## config.mk

```make
export PLATFORM = sky130hd
export DESIGN_NAME = router_inject_arbiter
export DESIGN_NICKNAME = d
export VERILOG_FILES = /design/src/rtl/router_inject_arbiter.sv
export SDC_FILE = /design/constraint.sdc
export NUM_CORES = 1
export LEC_CHECK = 0
export ABC_AREA = 1
export ABC_CLOCK_PERIOD_IN_PS = 3650
export BUFFER_PORTS_ARGS = -buffer_cell sky130_fd_sc_hd__buf_4
export CAP_MARGIN = 0
export CORE_AREA = 10 10 681 683
export CTS_BUF_LIST = sky130_fd_sc_hd__clkbuf_16
export DETAILED_ROUTE_END_ITERATION = 16
export DIE_AREA = 0 0 691 693
export PLACE_DENSITY = 0.33
export SLEW_MARGIN = 20
export SYNTH_ARGS = -nofsm -noshare
export SYNTH_HDL_FRONTEND = slang
export SYNTH_SLANG_ARGS = --single-unit
export TNS_END_PERCENT = 1
```

## constraint.sdc

```tcl
create_clock -name clk -period 3.65 [get_ports clk]
set_input_delay 0.73 -clock clk [delete_from_list [all_inputs] [get_ports clk]]
set_output_delay 0.73 -clock clk [all_outputs]
set_load 0.1 [all_outputs]
```

## src/rtl/router_inject_arbiter.sv

```systemverilog
// Round-robin, credit-checked injection arbiter for one router input channel.
// Holds a wormhole lock from head to tail and tracks per-VC downstream credits.
module router_inject_arbiter #(
  parameter int NUM_REQ   = 4,
  parameter int NUM_VCS   = 4,
  parameter int VC_W      = 2,
  parameter int BUF_DEPTH = 16,
  parameter int CHAN_W    = 345,
  parameter int FC_W      = 10,
  localparam int ID_W     = (NUM_REQ > 1) ? $clog2(NUM_REQ) : 1,
  localparam int CNT_W    = $clog2(BUF_DEPTH + 1)
) (
  input  logic                       clk,
  input  logic                       reset,
  input  logic [NUM_REQ-1:0]         req_valid,
  output logic [NUM_REQ-1:0]         req_ready,
  input  logic [NUM_REQ*VC_W-1:0]    req_vc,
  input  logic [NUM_REQ-1:0]         req_tail,
  input  logic [NUM_REQ*CHAN_W-1:0]  req_data,
  output logic [CHAN_W-1:0]          chan_out,
  output logic                       chan_valid,
  output logic [VC_W-1:0]            chan_vc,
  input  logic [FC_W-1:0]            flow_ctrl_in,
  output logic [ID_W-1:0]            grant_id,
  output logic                       error,
  output logic                       dbg_state_o,
  output logic [NUM_VCS*CNT_W-1:0]   dbg_credit_o
);

  typedef enum logic {IDLE = 1'b0, LOCKED = 1'b1} state_t;

  state_t             state_q;
  logic [ID_W-1:0]    rr_ptr_q;
  logic [ID_W-1:0]    owner_q;
  logic [ID_W-1:0]    grant_id_q;
  logic [CNT_W-1:0]   credit_q [NUM_VCS];
  logic [CHAN_W-1:0]  chan_out_q;
  logic               chan_valid_q;
  logic [VC_W-1:0]    chan_vc_q;
  logic               error_q;

  logic [VC_W-1:0]    vc_of [NUM_REQ];
  logic [NUM_REQ-1:0] elig;
  logic               gnt_valid;
  logic [ID_W-1:0]    gnt_idx;
  logic [ID_W-1:0]    rr_ptr_d;
  logic [VC_W-1:0]    send_vc;
  logic               ret_valid;
  logic [VC_W-1:0]    ret_vc;
  logic               unused_fc;

  assign ret_valid = flow_ctrl_in[0];
  assign ret_vc    = flow_ctrl_in[1 +: VC_W];
  assign unused_fc = ^flow_ctrl_in[FC_W-1:VC_W+1];

  // Eligibility looks only at the registered credit count, so a credit
  // returning this cycle cannot enable a send until the next one.
  always_comb begin
    for (int i = 0; i < NUM_REQ; i++) begin
      vc_of[i] = req_vc[i*VC_W +: VC_W];
      elig[i]  = req_valid[i] && (credit_q[vc_of[i]] != '0);
    end
  end

  always_comb begin
    int idx;
    idx       = 0;
    gnt_valid = 1'b0;
    gnt_idx   = '0;
    if (state_q == LOCKED) begin
      gnt_valid = elig[owner_q];
      gnt_idx   = owner_q;
    end else begin
      // Walk from the farthest candidate back so the nearest one wins.
      for (int k = NUM_REQ - 1; k >= 0; k--) begin
        idx = (int'(rr_ptr_q) + k) % NUM_REQ;
        if (elig[idx]) begin
          gnt_valid = 1'b1;
          gnt_idx   = ID_W'(idx);
        end
      end
    end
    if (reset) gnt_valid = 1'b0;
  end

  // Handshake: req_ready is combinational and one-hot (or zero); a flit moves
  // when req_valid[i] && req_ready[i], and ready is never raised without valid.
  always_comb begin
    req_ready = '0;
    if (gnt_valid) req_ready[gnt_idx] = 1'b1;
  end

  assign send_vc  = vc_of[gnt_idx];
  assign rr_ptr_d = (int'(gnt_idx) == NUM_REQ - 1) ? '0 : gnt_idx + 1'b1;

  always_ff @(posedge clk) begin
    if (reset) begin
      state_q      <= IDLE;
      rr_ptr_q     <= '0;
      owner_q      <= '0;
      grant_id_q   <= '0;
      chan_out_q   <= '0;
      chan_valid_q <= 1'b0;
      chan_vc_q    <= '0;
      error_q      <= 1'b0;
      for (int v = 0; v < NUM_VCS; v++) credit_q[v] <= CNT_W'(BUF_DEPTH);
    end else begin
      chan_valid_q <= gnt_valid;
      if (gnt_valid) begin
        chan_out_q <= req_data[int'(gnt_idx)*CHAN_W +: CHAN_W];
        chan_vc_q  <= send_vc;
        grant_id_q <= gnt_idx;
        rr_ptr_q   <= rr_ptr_d;
        owner_q    <= gnt_idx;
        state_q    <= req_tail[gnt_idx] ? IDLE : LOCKED;
      end
      // A send and a return on the same VC cancel out.
      for (int v = 0; v < NUM_VCS; v++) begin
        if (gnt_valid && send_vc == VC_W'(v) && !(ret_valid && ret_vc == VC_W'(v))) begin
          credit_q[v] <= credit_q[v] - 1'b1;
        end else if (ret_valid && ret_vc == VC_W'(v) && !(gnt_valid && send_vc == VC_W'(v))) begin
          if (credit_q[v] == CNT_W'(BUF_DEPTH)) error_q <= 1'b1;
          else credit_q[v] <= credit_q[v] + 1'b1;
        end
      end
    end
  end

  always_comb begin
    for (int v = 0; v < NUM_VCS; v++) dbg_credit_o[v*CNT_W +: CNT_W] = credit_q[v];
  end

  assign chan_out    = chan_out_q;
  assign chan_valid  = chan_valid_q;
  assign chan_vc     = chan_vc_q;
  assign grant_id    = grant_id_q;
  assign error       = error_q;
  assign dbg_state_o = state_q;

endmodule

```

==> impl_summary.txt <==
----------------------------------------------------
[Timing]
  Unrepaired setup endpoints after global routing ... true
  Hold violation total from the final report ... 0
  Final critical-path share of the clock period ... 1.16
  Max transition margin ... 0.161
  Final setup violating endpoints ... 56
  Min Tclk post-route ... between 4 and 5 ns
  Setup ws final ... -0.592 ns
  Total negative slack for setup checks ... -7.33 ns
  Final worst clock skew ... 0.0401 ns
  Maximum frequency from static timing analysis ... 236 MHz
  Actual transition at the worst max-transition pin ... between 1 and 1.5 ns
  Final-report max-slew violation count ... 0

[Die]
  IO Pins ... around 1,800
  DIE HEIGHT ... ~700 um
  Effective utilization at floorplan ... 0.0523
  Area of the die ... between 400,000 and 500,000 um^2
  Standard-cell rows ... 247
  Horizontal die dimension ... about 700 um
  Std-Cell Core Area ... 451,000 um^2

[Clock network]
  Clk Tree Root Cell ... sky130_fd_sc_hd__clkbuf_16
  CTS Buf Count ... around 70
  TritonCTS clock tree ... built
  Clock transition at the registers of the reported paths ... around 0.06 ns
  CTS H-tree depth ... 3
  Insertion delay to the later sink of the worst-skew pair ... 0.80 ns
  Number of buffers added to fix hold violations after cts ... 0
  # clock sinks ... 374
  Maximum buffer depth of the clock tree ... 4

[Power]
  NetSw ... 45.2 mW
  Leakage power ... between 20 and 25 nW
  Combinational cell fraction of total power ... 0.801
  Internal Pwr Total ... 26.2 mW
  Share of total power in sequential cells ... 0.101
  Pwr dens ... approximately 1400 nW/um^2
  Worst vdd rail ir drop ... 895 uV
  Net Sw Frac ... 0.633
  Share of total power in the clock network ... 0.098

[Setup path]
  Critical Path End ... req_ready[3]
  Max Fanout on Critical Path ... 4
  Launching instance or port of the critical path ... credit_q[3][1]
  Crit path kind ... flip-flop to primary output
  CP Data Required Time ... approximately 3 ns
  FF-to-FF path depth ... 26
  Critical path endpoint category ... primary output
  Worst EP arrival ... roughly 3.5 ns
  Startpoint kind of the worst setup timing path ... flip-flop
  Reg2reg end ... credit_q[2][4]
  Flop2flop setup slack ... -0.35 ns
  Reg2reg start ... credit_q[3][1]

[GRT]
  Vias in the first global route ... 37,900
  Initial antenna violation count ... just over 500
  Largest net degree at the start of global routing ... 135
  Wire length of the first global-routing pass ... about 520,000 um
  Remaining global-route overflow ... 0
  GRT Util Overall ... 0.170

[Synth]
  Gate count after technology mapping ... 3,805
  Count of flip-flops with a built-in enable after synthesis ... 20
  Share of async-settable or async-resettable flops after synthesis ... 0
  Synthesized Nets ... ~5,200
  Largest area contributor in the netlist ... sky130_fd_sc_hd__dfxtp_1
  Average size of a mapped cell ... 6.19 um^2
  Post-synthesis cell area ... 23,600 um^2
  Share of the yosys chip area belonging to registers ... 0.326
  Warning count from the yosys run ... 0
  Yosys top cell area share ... 0.301
  Synth area leaders ... sky130_fd_sc_hd__dfxtp_1 (30%), sky130_fd_sc_hd__o21ai_0 (13%), sky130_fd_sc_hd__nor2_1 (12%), sky130_fd_sc_hd__nand2_1 (11%), sky130_fd_sc_hd__o22ai_1 (9.2%)
  Distinct cell type count after synthesis ... 41
  Flip-flop and latch count after synthesis ... 374
  Dominant register cell in the synthesized netlist ... sky130_fd_sc_hd__dfxtp_1

[Worst hold path]
  Depth of the worst hold-timing path ... 5
  Worst min-delay path category ... primary input to flip-flop

[Cells and area]
  Area Overhead vs Synth ... 109%
  Layout cell share with drive strength beyond 1 ... 0.415
  Final design instance area without fill ... approximately 49,000 um^2
  Layout net count ... between 7,000 and 8,000

[Route]
  Final antenna-violating net count ... 0
  Average wire per standard cell ... roughly 37 um
  DRC violation count after routing ... 0
  Routed WL ... around 430,000 um
  Drt pass-1 iters ... 5
  Number of violations reported at the end of detailed-routing iteration 0 ... about 3,300
  Via-to-Cell Ratio ... roughly 3.3
  Total via count in the routed design ... 39,200

[Place]
  DP Wirelength ... ~380,000 um
  Placed cell area ... between 40,000 and 50,000 um^2
  Gp weighted congestion ... 0.956
  Port bufs ... roughly 1,800

[Status]
  Result of the run ... finished with violations
  Failing checks ... setup timing

[Job]
  Max capacitance violation total ... 0

----------------------------------------------------
==> per-stage QoR <==
step	setup WS [ns]	power (mW)	hold slack, ns	instances	utilization
after global placement	-0.744	63.1	0.460	11500	0.102
after detailed placement	-0.681	62.8	0.462	11500	0.102
after global routing	-0.793	75.8	0.231	11700	0.109
after floorplan	-0.463	39.1	0.521	3805	-
after CTS	-0.799	71.5	0.185	11700	0.108
final	-0.592	71.4	0.306	11800	0.109
==> layout make-up <==
type / count / area (um^2)
Multi-Input combinational cell: 3033 / 14700
Inverter: 47 / 220
Sequential cell: 374 / 7690
Timing Repair Buffer: 2110 / 16700
Clock buffer: 72 / 1800
Antenna cell: 127 / 318
Fill cell: 53300 / 401000
Clock inverter: 48 / 415
Tap cell: 5976 / 7480
==> kinds of logic (layout without fill, tap and decap cells) <==
group                      Yosys count  after routing  synth area share
DFF                                374            374             0.326
and+or+nand+nor                   1893           1893             0.327
xor gates and xnor gates            14             14           0.00520
other                                0            127                 0
adders and majority gates           18             18            0.0105
AOI/OAI and AO/OA                 1106           1106             0.255
muxes                                2              2          0.000850
buffers and inverters              398           2277            0.0751
==> what timing repair did <==
item / CTS / global route
setup buffers: 13 / 7
setup endpoints to repair: 307 / 380
resized for setup: 103 / 210
pin swaps: 22 / 43
gates cloned: 0 / 0
hold endpoints to repair: 0 / 0
==> critical path, stage by stage (launching register included) <==
cell and delay, ns:
sky130_fd_sc_hd__edfxtp_1 0.42, sky130_fd_sc_hd__nor2_4 0.16, sky130_fd_sc_hd__nand2_2 0.08, sky130_fd_sc_hd__nor2_4 0.18, sky130_fd_sc_hd__nand2_1 0.07, sky130_fd_sc_hd__nand2_1 0.08
sky130_fd_sc_hd__nand2_2 0.06, sky130_fd_sc_hd__nand3_2 0.09, sky130_fd_sc_hd__nand2_2 0.09, sky130_fd_sc_hd__nand3_2 0.11, sky130_fd_sc_hd__nand2_4 0.07, sky130_fd_sc_hd__a21oi_4 0.13
sky130_fd_sc_hd__nand2_2 0.08, sky130_fd_sc_hd__nand3_4 0.12, sky130_fd_sc_hd__nand2_8 0.07, sky130_fd_sc_hd__buf_6 0.14, sky130_fd_sc_hd__buf_16 0.14, sky130_fd_sc_hd__clkinv_16 0.06
sky130_fd_sc_hd__ha_4 0.14, sky130_fd_sc_hd__inv_4 0.04, sky130_fd_sc_hd__nor2_4 0.16, sky130_fd_sc_hd__buf_12 0.21
==> worst min-delay path by stage <==
stage | start | end | slack [ns]
4_1_cts | req_data[654] | chan_out[309] | 0.19
2_1_floorplan | rr_ptr_q[1] | rr_ptr_q[1] | 0.52
6_report | req_data[577] | chan_out[232] | 0.31
3_5_place_dp | chan_out[80] | chan_out[80] | 0.46
3_3_place_gp | chan_out[285] | chan_out[285] | 0.46
5_1_grt | reset | error | 0.23
==> metal layers <==
layer	vias up	wire length, um	GRT usage
met4	300	18700	0.0520
met3	1059	54900	0.0983
li1	16900	-	-
met2	2317	210000	0.302
met5	-	2020	0
met1	18600	145000	0.167
==> synth_stat cells, types with 2 or more instances <==
| cell type | count |
|---|---|
| sky130_fd_sc_hd__a21boi_1 | 4 |
| sky130_fd_sc_hd__a21oi_1 | 20 |
| sky130_fd_sc_hd__a21oi_2 | 2 |
| sky130_fd_sc_hd__a31oi_1 | 2 |
| sky130_fd_sc_hd__buf_1 | 2 |
| sky130_fd_sc_hd__buf_2 | 134 |
| sky130_fd_sc_hd__buf_4 | 7 |
| sky130_fd_sc_hd__buf_6 | 7 |
| sky130_fd_sc_hd__clkbuf_1 | 187 |
| sky130_fd_sc_hd__clkbuf_2 | 13 |
| sky130_fd_sc_hd__dfxtp_1 | 354 |
| sky130_fd_sc_hd__edfxtp_1 | 20 |
| sky130_fd_sc_hd__fa_1 | 3 |
| sky130_fd_sc_hd__ha_1 | 15 |
| sky130_fd_sc_hd__inv_1 | 44 |
| sky130_fd_sc_hd__mux2i_1 | 2 |
| sky130_fd_sc_hd__nand2_1 | 704 |
| sky130_fd_sc_hd__nand2_2 | 11 |
| sky130_fd_sc_hd__nand3_1 | 365 |
| sky130_fd_sc_hd__nand3_2 | 6 |
| sky130_fd_sc_hd__nand4_1 | 10 |
| sky130_fd_sc_hd__nor2_1 | 780 |
| sky130_fd_sc_hd__nor2_2 | 6 |
| sky130_fd_sc_hd__nor2_4 | 2 |
| sky130_fd_sc_hd__nor3_1 | 4 |
| sky130_fd_sc_hd__o211ai_1 | 2 |
| sky130_fd_sc_hd__o21ai_0 | 599 |
| sky130_fd_sc_hd__o21ai_1 | 129 |
| sky130_fd_sc_hd__o22ai_1 | 346 |
| sky130_fd_sc_hd__or2_0 | 2 |
| sky130_fd_sc_hd__xnor2_1 | 5 |
| sky130_fd_sc_hd__xor2_1 | 9 |
==> power by group through the flow <==
| stage | Clock (mW) | Combinational [mW] | Sequential [mW] |
|---|---|---|---|
| global route | 7.42 | 61.0 | 7.42 |
| finish | 7.01 | 57.2 | 7.21 |
| global placement | 0 | 55.8 | 7.25 |
| floorplan | 0 | 19.7 | 19.4 |
| CTS | 7.39 | 56.9 | 7.22 |
| detailed placement | 0 | 55.5 | 7.27 |
==> flip-flops by register name (all words and copies together), names as in the netlist <==
name,flops
rr_ptr_q,2
chan_out,345
grant_id,2
chan_valid,1
dbg_state_o,1
chan_vc,2
error,1
credit_q,20
==> cells in the final DEF (no fill, tap or decap), types with 8 or more instances in the layout <==
| cell | count |
|---|---|
| sky130_fd_sc_hd__clkinv_2 | 11 |
| sky130_fd_sc_hd__o21ai_0 | 483 |
| sky130_fd_sc_hd__clkinv_1 | 8 |
| sky130_fd_sc_hd__nor2_2 | 26 |
| sky130_fd_sc_hd__nor2_1 | 755 |
| sky130_fd_sc_hd__clkbuf_16 | 72 |
| sky130_fd_sc_hd__nand3_1 | 351 |
| sky130_fd_sc_hd__edfxtp_1 | 20 |
| sky130_fd_sc_hd__buf_4 | 2034 |
| sky130_fd_sc_hd__nand4_1 | 10 |
| sky130_fd_sc_hd__o22ai_2 | 21 |
| sky130_fd_sc_hd__buf_12 | 32 |
| sky130_fd_sc_hd__diode_2 | 127 |
| sky130_fd_sc_hd__a21oi_1 | 19 |
| sky130_fd_sc_hd__ha_1 | 12 |
| sky130_fd_sc_hd__nand2_1 | 685 |
| sky130_fd_sc_hd__buf_16 | 15 |
| sky130_fd_sc_hd__inv_1 | 51 |
| sky130_fd_sc_hd__o21ai_2 | 20 |
| sky130_fd_sc_hd__xor2_1 | 9 |
| sky130_fd_sc_hd__nand2_2 | 21 |
| sky130_fd_sc_hd__dfxtp_1 | 354 |
| sky130_fd_sc_hd__nand2_4 | 8 |
| sky130_fd_sc_hd__o22ai_1 | 324 |
| sky130_fd_sc_hd__buf_6 | 25 |
| sky130_fd_sc_hd__nand3_2 | 17 |
| sky130_fd_sc_hd__o21ai_1 | 225 |
No activity file was read; power rests on OpenSTA's default activity.
